## config.mk

```make
export PLATFORM = sky130hd
export DESIGN_NAME = fifo_wr_ctrl
export DESIGN_NICKNAME = d
export VERILOG_FILES = /design/src/rtl/fifo_pkg.sv /design/src/rtl/gray_ptr_counter.sv /design/src/rtl/fifo_wr_ctrl.sv
export SDC_FILE = /design/constraint.sdc
export NUM_CORES = 1
export LEC_CHECK = 0
export ABC_AREA = 1
export BUFFER_PORTS_ARGS = -buffer_cell sky130_fd_sc_hd__buf_2
export CAP_MARGIN = 20
export CORE_ASPECT_RATIO = 1.4
export CORE_MARGIN = 2
export CORE_UTILIZATION = 54
export DETAILED_ROUTE_END_ITERATION = 6
export PLACE_DENSITY_LB_ADDON = 0.2
export SYNTH_ARGS = -nofsm -noshare
export SYNTH_HDL_FRONTEND = slang
export SYNTH_HIERARCHICAL = 1
export SYNTH_SLANG_ARGS = --single-unit
```

## constraint.sdc

```tcl
create_clock -name clk -period 3.4 [get_ports clk]
set_input_delay 0.68 -clock clk [delete_from_list [all_inputs] [get_ports clk]]
set_output_delay 0.68 -clock clk [all_outputs]
set_load 0.02 [all_outputs]
```

## src/rtl/fifo_pkg.sv

```systemverilog
// rtl/fifo_pkg.sv - shared FIFO state type and Gray/binary pointer helpers
package fifo_pkg;

  typedef enum logic {
    S_INIT = 1'b0,
    S_RUN  = 1'b1
  } wr_state_t;

  // Helpers work on 32 bits; callers zero-extend in and truncate out.
  function automatic logic [31:0] bin2gray(input logic [31:0] b);
    return b ^ (b >> 1);
  endfunction

  function automatic logic [31:0] gray2bin(input logic [31:0] g);
    logic [31:0] b;
    b[31] = g[31];
    for (int i = 30; i >= 0; i--) begin
      b[i] = b[i+1] ^ g[i];
    end
    return b;
  endfunction

endpackage

```

## src/rtl/gray_ptr_counter.sv

```systemverilog
// rtl/gray_ptr_counter.sv - binary plus Gray pointer with increment enable
module gray_ptr_counter
  import fifo_pkg::*;
#(
  parameter int W = 4
) (
  input  logic         clk,
  input  logic         rst,
  input  logic         inc,
  output logic [W-1:0] bin,
  output logic [W-1:0] gray,
  output logic [W-1:0] bin_next,
  output logic [W-1:0] gray_next
);

  always_comb begin
    bin_next  = bin + W'(inc);
    gray_next = W'(bin2gray(32'(bin_next)));
  end

  always_ff @(posedge clk) begin
    if (rst) begin
      bin  <= '0;
      gray <= '0;
    end else begin
      bin  <= bin_next;
      gray <= gray_next;
    end
  end

endmodule

```

## src/rtl/fifo_wr_ctrl.sv

```systemverilog
// rtl/fifo_wr_ctrl.sv - async FIFO write-side controller with memory scrub
module fifo_wr_ctrl
  import fifo_pkg::*;
#(
  parameter int DEPTH     = 8,
  parameter int WIDTH     = 8,
  parameter int AF_MARGIN = 2,
  localparam int ADDR_W   = $clog2(DEPTH),
  localparam int PTR_W    = ADDR_W + 1
) (
  input  logic              clk,
  input  logic              rst,
  input  logic              wr_valid,
  input  logic [WIDTH-1:0]  wr_data,
  output logic              wr_ready,
  input  logic [PTR_W-1:0]  rptr_gray_sync,
  output logic [PTR_W-1:0]  wptr_gray,
  output logic              mem_wen,
  output logic [ADDR_W-1:0] mem_waddr,
  output logic [WIDTH-1:0]  mem_wdata,
  output logic              full,
  output logic              almost_full
);

  if (DEPTH < 2 || (DEPTH & (DEPTH - 1)) != 0 || AF_MARGIN < 0 || AF_MARGIN >= DEPTH) begin : g_param_err
    $error("fifo_wr_ctrl: DEPTH must be a power of two >= 2 and AF_MARGIN in [0, DEPTH)");
  end

  wr_state_t         state;
  logic [ADDR_W-1:0] init_cnt;
  logic [PTR_W-1:0]  wptr_bin;
  logic [PTR_W-1:0]  next_wbin;
  logic [PTR_W-1:0]  next_wgray;
  logic [PTR_W-1:0]  rptr_bin;
  logic [PTR_W-1:0]  fill_next;
  logic [PTR_W-1:0]  full_gray;
  logic              xfer;

  assign wr_ready = (state == S_RUN) && !full;
  assign xfer     = wr_valid && wr_ready;

  gray_ptr_counter #(.W(PTR_W)) u_wptr (
    .clk       (clk),
    .rst       (rst),
    .inc       (xfer),
    .bin       (wptr_bin),
    .gray      (wptr_gray),
    .bin_next  (next_wbin),
    .gray_next (next_wgray)
  );

  // Full when the write pointer is one lap ahead: top two Gray bits inverted.
  if (PTR_W == 2) begin : g_full_d2
    assign full_gray = ~rptr_gray_sync;
  end else begin : g_full_dn
    assign full_gray = {~rptr_gray_sync[PTR_W-1:PTR_W-2], rptr_gray_sync[PTR_W-3:0]};
  end

  assign rptr_bin  = PTR_W'(gray2bin(32'(rptr_gray_sync)));
  assign fill_next = next_wbin - rptr_bin;

  always_ff @(posedge clk) begin
    if (rst) begin
      state       <= S_INIT;
      init_cnt    <= '0;
      mem_wen     <= 1'b0;
      mem_waddr   <= '0;
      mem_wdata   <= '0;
      full        <= 1'b0;
      almost_full <= 1'b0;
    end else begin
      full        <= (next_wgray == full_gray);
      almost_full <= (fill_next >= PTR_W'(DEPTH - AF_MARGIN));
      case (state)
        S_INIT: begin
          mem_wen   <= 1'b1;
          mem_waddr <= init_cnt;
          mem_wdata <= '0;
          init_cnt  <= init_cnt + ADDR_W'(1);
          if (init_cnt == ADDR_W'(DEPTH - 1)) begin
            state <= S_RUN;
          end
        end
        S_RUN: begin
          mem_wen <= xfer;
          if (xfer) begin
            mem_waddr <= wptr_bin[ADDR_W-1:0];
            mem_wdata <= wr_data;
          end
        end
      endcase
    end
  end

endmodule

```

==> flow_summary.json <==
{
  "status": "completed",
  "worstSetupStartpoint": "state",
  "synthArstFlopShare": 0,
  "synth_cell_types": 26,
  "grt_overflow_total": 0,
  "wirelength_um": 2330,
  "cap_violations": 0,
  "die_h_um": 61.7,
  "finalPower_uw": 498,
  "endpoint_kind": "flip-flop",
  "io_pins": 34,
  "worst_slack_ns": 1.04,
  "start_util": 0.583,
  "timing_worst_setup_path_type": "flip-flop to flip-flop",
  "syn_avg_cell_area_um2": 7.64,
  "drc": 0,
  "r2r_slack_ns": 1.04,
  "rows": 20,
  "die_x_um": 45.2,
  "grt_usage": 0.185,
  "die-area_um2": 2790,
  "synth_edf_count": 0,
  "period_share": 0.693,
  "clkSinkCount": 25,
  "tightestPinTransition_ns": 0.463,
  "vias": 1127,
  "coreArea_um2": 2200,
  "cp_cell_sequence": "nand3_2 -> inv_2 -> ha_1 -> ha_1 -> inv_1 -> nand2_1 -> nand2_2 -> ha_1 -> a21oi_1 -> nand2_1 -> nand2_1 -> nand3_1 -> nand2_1 -> inv_1",
  "max_stage_delay_ns": 0.47,
  "dr.pass1.iters": 6,
  "cts.hold.buffers_added": 0,
  "crit_required_ns": 3.61,
  "r2r_end": "almost_full",
  "ff2ff_path_depth": 14,
  "fill_cells": 204,
  "diodes": 0,
  "drt-vias-per-instance": 5.08,
  "crit_end": "almost_full",
  "htreeDepth": 1,
  "max_slew_margin": 0.692,
  "ys_seq_elements": 25,
  "rsz0062_at_grt": "no",
  "drive_gt1_frac": 0.305,
  "yosys_warnings": 6,
  "synth_fp_nets": 191,
  "port_buffers": 33,
  "report.final.slew_viol_count": 0,
  "netlist_instances": 168,
  "slowest_stage": "dfxtp_1",
  "grt_max_degree": 23,
  "timing.rr.start": "state",
  "hold_viol_final": 0,
  "p_leak_nw": 0.746,
  "drt_iter0_markers": 19,
  "post-place-ws_ns": 0.737,
  "ctsResizeCount": 0,
  "syn2layout_area_growth_pct": 13.5,
  "antenna_left": 0,
  "post-synth-top-count-cell": "nand2_1",
  "ys_seq_area_frac": 0.390,
  "clk_latency_ns": 0.30,
  "clockBufferDepth": 2,
  "finalSetupTns_ns": 0,
  "ir_drop_mv": 0.184,
  "cp.arrival_ns": 2.57,
  "grt_pass1_vias": 1018,
  "min_path_type": "flip-flop to flip-flop",
  "ys.flop_type": "dfxtp_1",
  "cts_tree": "done",
  "setup_viol": 0,
  "yosys.area.top_type": "dfxtp_1",
  "clk_pin_slew_ns": 0.12,
  "grt_pass1_wl_um": 3870,
  "cts_inserted_buffers": 3,
  "fmax_ghz": 0.424,
  "cts_setup_buffers": 0,
  "hpwl_um": 1860,
  "antenna_found_initial": 0,
  "critPathMaxFanout": 12,
  "gp_congestion": 0.812,
  "detail_route.wl_per_cell_um": 10.5,
  "startpoint_type": "flip-flop",
  "crit_top_cell": "nand2_1",
  "synth_common_cells": "nand2_1 (44), dfxtp_1 (25), inv_1 (20), nor2_1 (13)",
  "num-nets-final": 224,
  "pwr_density_cell_nw_per_um2": 342,
  "min_period_ns": 2.36,
  "syn-cell-area_um2": 1280,
  "yosysTopAreaCellShare": 0.390,
  "clockRootBuffer": "clkbuf_4",
  "synthTopCellsByArea": "dfxtp_1 (39%), nand2_1 (13%), ha_1 (6.8%)",
  "fin_skew_ns": 0.000817
}
## critical path: cells and delay by family (launching register included)
kind / cells / cell delay [ns]
and+or+nand+nor: 7 / 0.51
DFF: 1 / 0.47
adders and majority gates: 3 / 0.81
AOI/OAI and AO/OA: 1 / 0.20
buffers and inverters: 3 / 0.30
## cells in the final DEF (no fill, tap or decap)
cell type	instances
buf_2	33
nand4_1	2
fa_1	1
ha_1	7
o21ai_0	3
nand3_2	3
nor2_1	13
xnor2_1	2
or2_2	1
o211ai_1	1
a21boi_0	2
nor3_1	1
clkbuf_4	3
or2_1	1
nand2_1	44
a21oi_2	7
xor2_1	1
inv_1	20
nand2_2	10
clkbuf_1	1
inv_2	3
nand3_1	5
dfxtp_1	25
a21oi_1	10
nor2_2	1
## report_power, final
group / total (mW) / internal (mW) / switching (mW) / leakage, nW
clock network: 0.123 / 0.0456 / 0.0770 / 0.0150
registers: 0.307 / 0.302 / 0.00492 / 0.203
logic: 0.0689 / 0.0280 / 0.0409 / 0.528
## sequential cells by signal, indices dropped and copies added (netlist names)
register,count
mem_wdata,8
u_wptr/bin,4
init_cnt,3
mem_waddr,3
u_wptr/gray,3
almost_full,1
full,1
mem_wen,1
state,1
## area by class of cell
| type | instances | area [um2] | share of cell area |
|---|---|---|---|
| clock buffer | 4 | 26.3 | 0.0180 |
| multi-input combinational | 115 | 651 | 0.447 |
| timing repair buffer | 33 | 165 | 0.113 |
| tap | 22 | 27.5 | 0.0189 |
| inverter | 23 | 86.3 | 0.0593 |
| sequential | 25 | 500 | 0.344 |
## through the flow
| step | hold WS (ns) | instance area (um2) | utilization | instances |
|---|---|---|---|---|
| 2_1_floorplan | 0.482 | 1280 | - | 168 |
| 3_3_place_gp | 0.448 | 1430 | 0.649 | 218 |
| 3_5_place_dp | 0.454 | 1430 | 0.649 | 218 |
| 4_1_cts | 0.473 | 1460 | 0.661 | 222 |
| 5_1_grt | 0.489 | 1460 | 0.661 | 222 |
| 6_report | 0.471 | 1460 | 0.661 | 222 |
## logic make-up after synthesis
logic type | synth area share
compound gates | 0.116
xor+xnor | 0.0205
fa+ha+maj | 0.0838
buf+inv | 0.103
flops | 0.390
simple gates | 0.287
## layer usage
metal | share of wire | wire length (um) | track usage
met1 | 0.40 | 930 | 0.182
met3 | 0.037 | 87 | 0.0202
met2 | 0.54 | 1260 | 0.371
met4 | 0.024 | 57 | 0.0882
met5 | 0 | 0 | 0
## how the worst min path moves through the flow
stage / cells after the start / endpoint / slack [ns] / from
2_1_floorplan: 2 / init_cnt[1] / 0.48 / init_cnt[1]
5_1_grt: 2 / mem_wdata[5] / 0.49 / mem_wdata[5]
4_1_cts: 2 / mem_wdata[1] / 0.47 / mem_wdata[1]
6_report: 2 / mem_wdata[3] / 0.47 / mem_wdata[3]
3_5_place_dp: 2 / mem_wdata[3] / 0.45 / mem_wdata[3]
3_3_place_gp: 2 / mem_wdata[2] / 0.45 / mem_wdata[2]
Note: power is estimated with default switching activity, not from simulation.
